[src/rtl/branch_ctrl_unit_pkg.sv]
// Shared constants and types for the ID-stage branch controller.
package structures;
   localparam int FLAG_N = 0;
   localparam int FLAG_Z = 1;
   localparam int FLAG_V = 2;
   localparam int FLAG_C = 3;

   localparam logic [4:0] XZR_IDX = 5'd31;

   typedef enum logic [1:0] {
      BR_RUN   = 2'd0,
      BR_STALL = 2'd1,
      BR_KILL  = 2'd2
   } br_ctrl_state_t;
endpackage

[src/rtl/branch_hazard_detect.sv]
// Combinational CBZ-operand and flag hazard detection for a branch in ID.
// Optional macro FLAG_FORWARD_EN removes the flag hazard (flags are forwarded instead).
module branch_hazard_detect
   import structures::*;
(
   input  logic       id_branch_valid,
   input  logic       id_blt_op,
   input  logic       id_cbz_op,
   input  logic [4:0] id_rt,
   input  logic       ex_set_flags,
   input  logic       ex_reg_write,
   input  logic [4:0] ex_rd,
   input  logic       mem_mem_read,
   input  logic [4:0] mem_rd,
   output logic       haz_cbz,
   output logic       haz_flag
);
   logic ex_match, mem_match;

   // XZR reads as zero, so a write to it is never a real dependency
   assign ex_match  = ex_reg_write & (ex_rd == id_rt);
   assign mem_match = mem_mem_read & (mem_rd == id_rt);
   assign haz_cbz   = id_branch_valid & id_cbz_op & (id_rt != XZR_IDX) & (ex_match | mem_match);

`ifdef FLAG_FORWARD_EN
   assign haz_flag = 1'b0;
`else
   assign haz_flag = id_branch_valid & id_blt_op & ex_set_flags;
`endif
endmodule

[src/rtl/branch_ctrl_unit.sv]
// ID-stage branch sequencing: NZVC flags register, hazard stall, taken-branch kill, perf counters.
// Optional macro FLAG_FORWARD_EN forwards EX flags straight to the condition checker.
module branch_ctrl_unit
   import structures::*;
#(
   parameter int CNT_W = 16
) (
   input  logic             clk,
   input  logic             reset,
   input  logic             id_branch_valid,
   input  logic             id_b_type,
   input  logic             id_blt_op,
   input  logic             id_cbz_op,
   input  logic [4:0]       id_rt,
   input  logic             ex_set_flags,
   input  logic [3:0]       ex_flags,
   input  logic             ex_reg_write,
   input  logic [4:0]       ex_rd,
   input  logic             mem_mem_read,
   input  logic [4:0]       mem_rd,
   input  logic             br_taken_in,
   output logic [3:0]       check_flags,
   output logic [3:0]       flags_q,
   output logic             stall_if_id,
   output logic             pc_sel,
   output logic             id_kill,
   output logic [CNT_W-1:0] stall_cycles,
   output logic [CNT_W-1:0] kill_cycles
);
   br_ctrl_state_t state, state_nxt;
   logic haz_cbz, haz_flag, hazard;
   logic unused_b_type;

   // The branch type only matters to the condition checker; br_taken_in already reflects it
   assign unused_b_type = id_b_type;

   branch_hazard_detect u_haz (
      .id_branch_valid (id_branch_valid),
      .id_blt_op       (id_blt_op),
      .id_cbz_op       (id_cbz_op),
      .id_rt           (id_rt),
      .ex_set_flags    (ex_set_flags),
      .ex_reg_write    (ex_reg_write),
      .ex_rd           (ex_rd),
      .mem_mem_read    (mem_mem_read),
      .mem_rd          (mem_rd),
      .haz_cbz         (haz_cbz),
      .haz_flag        (haz_flag)
   );

   assign id_kill     = (state == BR_KILL);
   assign hazard      = (haz_cbz | haz_flag) & ~id_kill;
   assign stall_if_id = hazard;
   assign pc_sel      = id_branch_valid & br_taken_in & ~hazard & ~id_kill;

`ifdef FLAG_FORWARD_EN
   assign check_flags = ex_set_flags ? ex_flags : flags_q;
`else
   assign check_flags = flags_q;
`endif

   always_comb begin
      state_nxt = BR_RUN;
      if (!id_kill) begin
         if (hazard)      state_nxt = BR_STALL;
         else if (pc_sel) state_nxt = BR_KILL;
      end
   end

   always_ff @(posedge clk or posedge reset) begin
      if (reset) state <= BR_RUN;
      else       state <= state_nxt;
   end

   // EX keeps advancing under an ID stall, so the flag write is never gated
   always_ff @(posedge clk or posedge reset) begin
      if (reset)             flags_q <= 4'b0000;
      else if (ex_set_flags) flags_q <= ex_flags;
   end

   always_ff @(posedge clk or posedge reset) begin
      if (reset) begin
         stall_cycles <= '0;
         kill_cycles  <= '0;
      end else begin
         if (stall_if_id && (stall_cycles != {CNT_W{1'b1}})) stall_cycles <= stall_cycles + 1'b1;
         if (id_kill && (kill_cycles != {CNT_W{1'b1}}))      kill_cycles  <= kill_cycles + 1'b1;
      end
   end
endmodule

[config.mk]
export PLATFORM = sky130hd
export DESIGN_NAME = branch_ctrl_unit
export DESIGN_NICKNAME = d
export VERILOG_FILES = /design/src/rtl/branch_ctrl_unit_pkg.sv /design/src/rtl/branch_hazard_detect.sv /design/src/rtl/branch_ctrl_unit.sv
export SDC_FILE = /design/constraint.sdc
export NUM_CORES = 1
export LEC_CHECK = 0
export BUFFER_PORTS_ARGS = -buffer_cell sky130_fd_sc_hd__buf_4
export CORE_AREA = 2 2 84 86
export CTS_CLUSTER_SIZE = 12
export DETAILED_ROUTE_END_ITERATION = 7
export DIE_AREA = 0 0 86 88
export GPL_ROUTABILITY_DRIVEN = 0
export GPL_TIMING_DRIVEN = 0
export SLEW_MARGIN = 5
export SYNTH_ARGS = -nofsm -noshare
export SYNTH_HDL_FRONTEND = slang
export SYNTH_SLANG_ARGS = --single-unit
[constraint.sdc]
create_clock -name clk -period 2.2 [get_ports clk]
set_clock_uncertainty 0.1 [all_clocks]
set_input_delay 0.11 -clock clk [delete_from_list [all_inputs] [get_ports clk]]
set_output_delay 0.11 -clock clk [all_outputs]
set_load 0.1 [all_outputs]
==> metrics.txt <==
outcome finished clean; Yosys reg bits 38; WL/cell about 13 um; post-route insts no fill around 340; Synth top cells by count dfrtp_1, xnor2_1, nand3_1, nand2_1, xor2_1; Net Sw Power between 1000 and 1500 uW; First-pass DRT Iterations 4; crit path cell chain ha_1 > and4_4 > a221oi_2 > nand2_2 > buf_6 > mux2_4; initial drt markers 30; count leader, synth dfrtp_1; RSZ-0062 raised after global routing no; Area after DPL ~2600 um2; pre-CTS WS approximately 0.18 ns; final-stage net count 289; Slowest-stage cell, CP dfrtp_2; diode count 0; largest net degree at the start of global routing 39; total wire length 4438 um; CP Buf/Inv Count 1; first-pass GRT wire length 7196 um; CP top delay family flip-flops; synth warn 0; gr ovfl total 0; IO Port Bufs 70; # placed instances 325; Worst Path Required about 2.3 ns; sequential element share of the synthesized area roughly half; Post-CTS Setup Inserts 0; Syn Area/Cell ~11 um2; Post-synth EDFFs 0; ys async rst share 100.0%; Cell Rows 30; CTS Buf Count 5; # H-tree levels 2; Unique masters post-synth 33; Final Instance Area 2803 um2; Ports 72; Peak Freq about 490 MHz; Vias 1561; Power Dens Cells 995.6 nW/um2; Max-cap violations 0; Final Hold Fails 0; # setup viols final 0; Post-Route Setup TNS 0 ns; Mapped Area 1938 um2; DRT antenna net count 0; critical path's largest stage delay approximately 0.45 ns; antenna violations before repair 0; vias per cell 4.605; PnR worst setup slack around 0.17 ns; Combinational Power Share 41.1%; top_reg_cell synth dfrtp_1; Critical Path AT roughly 2.1 ns; GR Util All Layers 11.92%; P_int about 1500 uW; leading area contributor after synthesis dfrtp_1; critical path capture point type flip-flop; Core ar. 6644 um2; Slew HR 45.96%; die area between 7000 and 8000 um2; Clock power frac between 20% and 30%; Synth top area share about half; P&R area growth vs syn 44.61%; Residual DRC 0; Post-Syn Nets 206; worst hold path type in2reg; clock tree buffer depth 2; CTS tree done; Pleak about 0.0013 uW; Critical Setup Path Class reg2reg; crit path launch type flip-flop; Post-DP HPWL 3308 um; Max Transition Viols Final 0; Reg power frac 33.4%; Clock Pin Slew Worst Setup and Hold Paths around 0.080 ns; worst-path fanout max 10; layout cells sized above 1 between 40% and 50%; worst slew pin tran between 0.8 and 0.9 ns; worst vdd ir approximately 0.00086 V; period utilisation layout just over 90%; vias in the first global route about 1.6k; Synth area leaders dfrtp_1, xnor2_1, xor2_1; Clock Latency Late Sink 0.29 ns; Initial Utilization ~29%; Fillers between 600 and 700; CTS sink cnt 38; Die Y slightly below 90 um; die width 86 um; Synth Instances approximately 180; switching part of the total 44.61%; setup slack on the worst flop-to-flop path 0.17 ns; Root Buffer clkbuf_8; post-CTS sizing 0; Tmin final around 2 ns
cell families (layout without fill, tap and decap cells):
family | count (synthesis) | in the layout | synth area share [%]
AOI/OAI and AO/OA | 8 | 8 | 4.326
xor gates and xnor gates | 39 | 39 | 17.62
adders and majority gates | 2 | 2 | 1.291
buffers and inverters | 12 | 96 | 3.873
DFF | 38 | 38 | 49.06
muxes | 6 | 6 | 3.679
and+or+nand+nor | 70 | 70 | 20.14
power groups by stage:
stage	Clock [uW]	Combinational, uW	Sequential (uW)
CTS	734	1150	929
global route	760	1190	948
finish	711	1150	932
detailed placement	0	1140	941
global placement	0	1130	940
floorplan	0	266	1560
worst paths after layout:
kind | start | to | cells after the start
min in group asynchronous | reset | stall_cycles[12] | 3
worst min-delay path | ex_set_flags | check_flags[3] | 2
worst max-delay path | stall_cycles[0] | stall_cycles[1] | 6
max in group asynchronous | reset | kill_cycles[0] | 3
worst min register to register | stall_cycles[13] | stall_cycles[13] | 1
worst max register to register | stall_cycles[0] | stall_cycles[1] | 6
cells in the final DEF (no fill, tap or decap), types with 2 or more instances in the layout:
cell	instances
and3_1	4
buf_6	2
ha_1	2
nor2_1	9
nand3_1	18
dfrtp_2	25
dfrtp_1	11
xnor2_1	26
and4_1	2
and3_4	2
clkbuf_8	5
dfrtp_4	2
dlygate4sd3_1	6
mux2_2	5
xor2_1	13
buf_1	2
nor3_1	2
nor3_2	2
nand2_1	14
inv_1	3
bufinv_16	2
nor4_1	2
buf_4	74
o21ai_0	2
nand4_1	8
cell type report:
class	count	area (um2)	area share [%]
Buffer	8	60.06	2.143
Clock inverter	3	68.82	2.455
Tap cell	80	100.1	3.571
Multi-Input combinational cell	125	914.6	32.63
Inverter	4	15.01	0.5357
Clock buffer	5	68.82	2.455
Timing Repair Buffer	76	585.6	20.89
Sequential cell	38	989.7	35.31
stage by stage:
stage / utilization, % / total power (uW) / hold WS [ns]
2_1_floorplan: - / 1822 / 0.1616
6_report: 42.18 / 2790 / 0.01746
3_5_place_dp: 39.21 / 2085 / 0.2406
4_1_cts: 42.18 / 2816 / 0.004815
5_1_grt: 42.18 / 2900 / 0.007294
3_3_place_gp: 39.21 / 2072 / 0.2452
worst register-to-register path: cells and delay by family (launching register included):
family                     cells  cell delay (ns)
DFF                            1             0.45
buffers and inverters          1             0.18
muxes                          1             0.29
adders and majority gates      1             0.24
AOI/OAI and AO/OA              1             0.32
and+or+nand+nor                2             0.34
per-layer routing:
layer | GRT usage (%) | up-vias | wire length, um
li1 | - | 764 | -
met4 | 4.762 | 0 | 87
met1 | 13.65 | 747 | 1901
met5 | 0 | - | 0
met3 | 2.922 | 11 | 208
met2 | 21.35 | 39 | 2240
sequential cells by signal, indices dropped and copies added, names as in the netlist:
name          flops
kill_cycles      16
stall_cycles     16
check_flags       4
state             2
what timing repair did:
action	in CTS	in global routing
hold buffers	6	0
endpoints found under the setup margin	0	0
endpoints found under the hold margin	43	0
Note: power is estimated with default switching activity, not from simulation.
